$ cat src/rtl/alu_seq_pkg.sv
// Shared types and constants for the multi-byte ALU sequencer.
// Also used by the control unit and benches that build ALU control bytes.
package alu_seq_pkg;

  typedef enum logic [1:0] {
    IDLE = 2'd0,
    RUN  = 2'd1,
    DONE = 2'd2
  } state_e;

  localparam int NBYTES_DEFAULT = 2;

  // Control byte layout: [3:0] ALU function, [4] ALU honours carry-in.
  localparam logic [7:0] CINS_ADD  = 8'h01;
  localparam logic [7:0] CINS_ADDC = 8'h11;
  localparam logic [7:0] CINS_SUBC = 8'h12;

endpackage

$ cat src/rtl/alu_seq.sv
// Drives an external 8-bit ALU one byte per cycle (LSB first), chaining carry and building whole-word flags.
// Optional macro ALU_SEQ_HOLD_EN: adds result_ready and holds DONE until it is seen high.
module alu_seq
  import alu_seq_pkg::*;
#(
  parameter int NBYTES = NBYTES_DEFAULT
) (
  input  logic                clk,
  input  logic                rst_n,
  input  logic                start,
  input  logic [8*NBYTES-1:0] op_a,
  input  logic [8*NBYTES-1:0] op_b,
  input  logic [7:0]          op_cins,
  input  logic                carry_in,
`ifdef ALU_SEQ_HOLD_EN
  input  logic                result_ready,
`endif
  output logic [7:0]          alu_a,
  output logic [7:0]          alu_b,
  output logic [7:0]          alu_cins,
  output logic                alu_oe,
  output logic                alu_carryin,
  input  logic [7:0]          alu_out,
  input  logic                alu_carryout,
  input  logic                alu_overout,
  input  logic                alu_cmpo,
  output logic                busy,
  output logic                done,
  output logic [8*NBYTES-1:0] result,
  output logic                flag_c,
  output logic                flag_v,
  output logic                flag_z,
  output logic                flag_n,
  output logic                flag_cmp
);

  localparam int IDXW = (NBYTES > 1) ? $clog2(NBYTES) : 1;
  localparam logic [IDXW-1:0] LAST_IDX = IDXW'(NBYTES - 1);

  state_e                 state_q, state_d;
  logic [NBYTES-1:0][7:0] a_q, b_q, res_q;
  logic [7:0]             cins_q;
  logic [IDXW-1:0]        idx_q;
  logic                   carry_q;
  logic                   z_acc_q;
  logic                   flag_c_q, flag_v_q, flag_z_q, flag_n_q, flag_cmp_q;

  logic in_run;
  logic last_byte;
  logic out_zero;

  assign in_run    = (state_q == RUN);
  assign last_byte = (idx_q == LAST_IDX);
  assign out_zero  = (alu_out == 8'd0);

  // NOTE: every combinational output gets a default first so no path can infer a latch.
  always_comb begin
    state_d = state_q;
    unique case (state_q)
      IDLE: if (start) state_d = RUN;
      RUN:  if (last_byte) state_d = DONE;
      DONE: begin
`ifdef ALU_SEQ_HOLD_EN
        if (result_ready) state_d = IDLE;
`else
        state_d = IDLE;
`endif
      end
      default: state_d = IDLE;
    endcase
  end

  always_comb begin
    alu_a       = 8'd0;
    alu_b       = 8'd0;
    alu_cins    = 8'd0;
    alu_oe      = 1'b0;
    alu_carryin = 1'b0;
    if (in_run) begin
      alu_a       = a_q[idx_q];
      alu_b       = b_q[idx_q];
      alu_cins    = cins_q;
      alu_oe      = 1'b1;
      alu_carryin = carry_q;
    end
  end

  assign busy     = in_run;
  assign done     = (state_q == DONE);
  assign result   = res_q;
  assign flag_c   = flag_c_q;
  assign flag_v   = flag_v_q;
  assign flag_z   = flag_z_q;
  assign flag_n   = flag_n_q;
  assign flag_cmp = flag_cmp_q;

  // NOTE: operand and result registers are small and reset explicitly so
  // outputs read zero after reset; this is not a RAM, so reset costs nothing.
  // NOTE: all state here is updated with non-blocking assignments so every
  // register samples pre-edge values regardless of statement order.
  always_ff @(posedge clk or negedge rst_n) begin
    if (!rst_n) begin
      state_q    <= IDLE;
      a_q        <= '0;
      b_q        <= '0;
      res_q      <= '0;
      cins_q     <= 8'd0;
      idx_q      <= '0;
      carry_q    <= 1'b0;
      z_acc_q    <= 1'b0;
      flag_c_q   <= 1'b0;
      flag_v_q   <= 1'b0;
      flag_z_q   <= 1'b0;
      flag_n_q   <= 1'b0;
      flag_cmp_q <= 1'b0;
    end else begin
      state_q <= state_d;
      if (state_q == IDLE && start) begin
        a_q     <= op_a;
        b_q     <= op_b;
        cins_q  <= op_cins;
        carry_q <= carry_in;
        idx_q   <= '0;
        z_acc_q <= 1'b1;
      end else if (in_run) begin
        res_q[idx_q] <= alu_out;
        carry_q      <= alu_carryout;
        z_acc_q      <= z_acc_q & out_zero;
        if (last_byte) begin
          // The MSB byte supplies the signed/compare view of the whole word.
          flag_c_q   <= alu_carryout;
          flag_v_q   <= alu_overout;
          flag_n_q   <= alu_out[7];
          flag_cmp_q <= alu_cmpo;
          flag_z_q   <= z_acc_q & out_zero;
        end else begin
          idx_q <= idx_q + IDXW'(1);
        end
      end
    end
  end

endmodule

$ cat config.mk
export PLATFORM = sky130hd
export DESIGN_NAME = alu_seq
export DESIGN_NICKNAME = d
export VERILOG_FILES = /design/src/rtl/alu_seq_pkg.sv /design/src/rtl/alu_seq.sv
export SDC_FILE = /design/constraint.sdc
export NUM_CORES = 1
export LEC_CHECK = 0
export ABC_AREA = 1
export BUFFER_PORTS_ARGS = -buffer_cell sky130_fd_sc_hd__buf_2
export CAP_MARGIN = 10
export CORE_MARGIN = 10
export CORE_UTILIZATION = 32
export CTS_CLUSTER_SIZE = 25
export DETAILED_ROUTE_END_ITERATION = 8
export PLACE_DENSITY = 0.56
export SYNTH_ARGS = -nofsm -noshare
export SYNTH_HDL_FRONTEND = slang
export SYNTH_SLANG_ARGS = --single-unit
export TNS_END_PERCENT = 10
$ cat constraint.sdc
create_clock -name clk -period 1.37 [get_ports clk]
set_input_delay 0.0685 -clock clk [delete_from_list [all_inputs] [get_ports clk]]
set_output_delay 0.0685 -clock clk [all_outputs]
set_load 0.03 [all_outputs]
==> results.toml <==
[finish]
multi_input_area_mm2 = 0.001236
seq_area_mm2 = 0.001628
final_common_cell = "nand2_1"
instances_no_fill = 637
most-common-layout-cells = "182 x nand2_1, 75 x buf_2, 64 x dfrtp_1"
fin_area_mm2 = 0.004786
syn_to_final_growth_pct = 68.80
drive_gt1_share_pct = 35.61
fillCellCount = 823
nets = 580

[grt]
grt_usage_pct = 14.15
grt_max_degree = 53
grt_pass1_wl_um = 14920
antenna_found_initial = 1
grt_pass1_vias = 3023
gr-total-overflow = 0

[logic_synthesis]
ys_seq_area_share_pct = 57.37
avgSynthCellArea_um2 = 8.078
synth-seq-cells = 65
yosys.cell_types.count = 20
synth_warnings = 0
synth_area_mm2 = 0.002835
synthCells = 351
syn_nets = 406

[clock_network]
path_clk_slew_ns = 0.06
cts.sinks = 65
cts_root_buf = "clkbuf_8"
htree_levels = 3
cts_tree = "done"
cts_made_buffers = 9
cts_max_path_buffers = 2
clock_latency_ns = 0.33

[die]
ios = 104
die_y_um = 114.1
initial_core_util_pct = 32.67
core_area_mm2 = 0.008678
die_area_mm2 = 0.01302
rows = 34
fp.dieW_um = 114.1

[power_and_ir_drop]
pwr-share-seq_pct = 29.4
p_int_mw = 6.221
total_leakage_power_nw = 2.454
clockPowerShare_pct = 13.5
switchingPower_mw = 5.127
powerDensity_mw_per_mm2 = 2371
swShare_pct = 45.18
comb_power_share_pct = 57.0
vdd_drop_max_mv = 1.040

[critical_path]
worstSetupStartpoint = "idx_q"
crit_required_ns = 1.30
path_max_fanout = 9
cpMaxStageDelayCell = "dfrtp_1"
cp.depth = 4
rr_worst_depth = 8
endpoint_kind = "primary output"
slowest_delay_ns = 0.42
start_kind = "flop"
crit_top_cell = "buf_6"
cp_num_buf_inv = 2
reg2reg_from = "state_q[1]"
critical_path.cell_chain = "buf_6, nand3_4, o22ai_2, buf_6"
critPathTopFamily = "flip-flops"
cp_data_arrival_time_ns = 1.37
critPathKind = "flop to primary output"

[sta]
max_slew_margin_pct = 71.16
max_freq_mhz = 694.2
setup_ws_ns = -0.07059
clock_skew_ns = 0.009327
worst_hold_slack_ns = 0.2111
tightestPinTransition_ns = 0.4326
finalSetupViolations = 18
rsz0062_at_grt = "yes"
period_minus_slack_ns = 1.441
fin_crit_sh_pct = 105.2
hold_violations = 0
slew_viol_final = 0

[route]
drt_iter0_markers = 114
wl_um = 9011
dr_total_vias = 2785
drtAntennaViolNets = 0
drc = 0
dr.pass1.iters = 4
wl_per_cell_um = 14.15
via_per_inst = 4.372

[place]
dp_hpwl_um = 5978
dp_slack_ns = 0.1643
place.gp.congestion = 0.7517
place_inst = 559
place_area_mm2 = 0.003516
port_buffers = 103

[hold_path]
hp-class = "input port to async pin"

[outcome]
outcome = "finished with violations"
violations = "negative setup slack"

[run]
drv_cap = 0
==> Yosys cell counts <==
library cell	instances	area (um^2)
nor2_1	17	63.81
buf_6	1	11.26
o21ai_1	11	55.05
nand2_2	2	12.51
buf_2	6	30.03
o22ai_1	1	6.260
nand3_4	1	17.52
nand2_1	190	713.2
inv_1	13	48.80
nand3_2	1	10.01
dfrtp_1	65	1627
nand3_1	8	40.04
inv_2	4	15.01
o21ai_2	1	8.760
nor2_2	1	6.260
a21oi_1	15	75.07
o21ai_0	1	5.000
buf_4	11	82.58
clkinv_1	1	3.750
buf_1	1	3.750
==> registers in the layout (all words and copies together), names as in the netlist <==
register	cells
result	16
flag_z	1
flag_cmp	1
idx_q	1
b_q	16
flag_v	1
z_acc_q	1
state_q	2
cins_q	8
flag_c	1
a_q	16
carry_q	1
==> power groups by stage <==
stage	sequential, mW	clock (mW)	combinational (mW)
finish	3.34	1.53	6.47
global route	3.45	1.67	7.07
CTS	3.32	1.60	6.25
detailed placement	3.33	0	4.80
global placement	3.30	0	4.75
floorplan	3.79	0	2.90
==> final cells by class <==
class	count	area share (%)
Inverter	18	1.516
Antenna cell	1	0.05229
Timing Repair Buffer	182	31.95
Clock buffer	10	2.876
Sequential cell	65	34.01
Clock inverter	4	0.9412
Tap cell	108	2.824
Multi-Input combinational cell	249	25.83
==> logic make-up after synthesis <==
group | Yosys count | synth area share, %
compound gates | 29 | 5.296
buf+inv | 37 | 6.884
simple gates | 220 | 30.45
flops | 65 | 57.37
==> path summary, 6_finish.rpt <==
| path | endpoint | slack, ns |
|---|---|---|
| setup / recovery | alu_a[6] | -0.07 |
| hold / removal | result[15] | 0.21 |
| setup reg to reg | a_q[6] | 0.03 |
| hold reg to reg | result[7] | 0.47 |
| max in group asynchronous | b_q[11] | 0.66 |
| min in group clk | state_q[0] | 0.26 |
==> through the flow <==
step | power [mW] | setup TNS, ns | utilization [%]
after floorplan | 6.684 | 0 | -
after global placement | 8.052 | 0 | 40.51
after detailed placement | 8.125 | 0 | 40.51
after CTS | 11.17 | -0.6714 | 53.94
after global routing | 12.19 | -3.602 | 55.15
final | 11.35 | -0.6347 | 55.15
==> per-layer routing <==
| metal | wire [um] | track usage (%) | up-vias |
|---|---|---|---|
| li1 | - | - | 1417 |
| met1 | 3699 | 16.36 | 1288 |
| met2 | 4777 | 24.56 | 67 |
| met3 | 361 | 2.883 | 13 |
| met4 | 172 | 6.433 | 0 |
| met5 | 0 | 0 | - |
==> what timing repair did <==
action / CTS / global route
endpoints found under the hold margin: 67 / 0
gates cloned: 2 / 0
setup endpoints to repair: 27 / 70
hold buffers: 53 / 0
pin swaps: 0 / 1
resized for setup: 105 / 22
buffers inserted: 6 / 2
No activity file was read; power rests on OpenSTA's default activity.
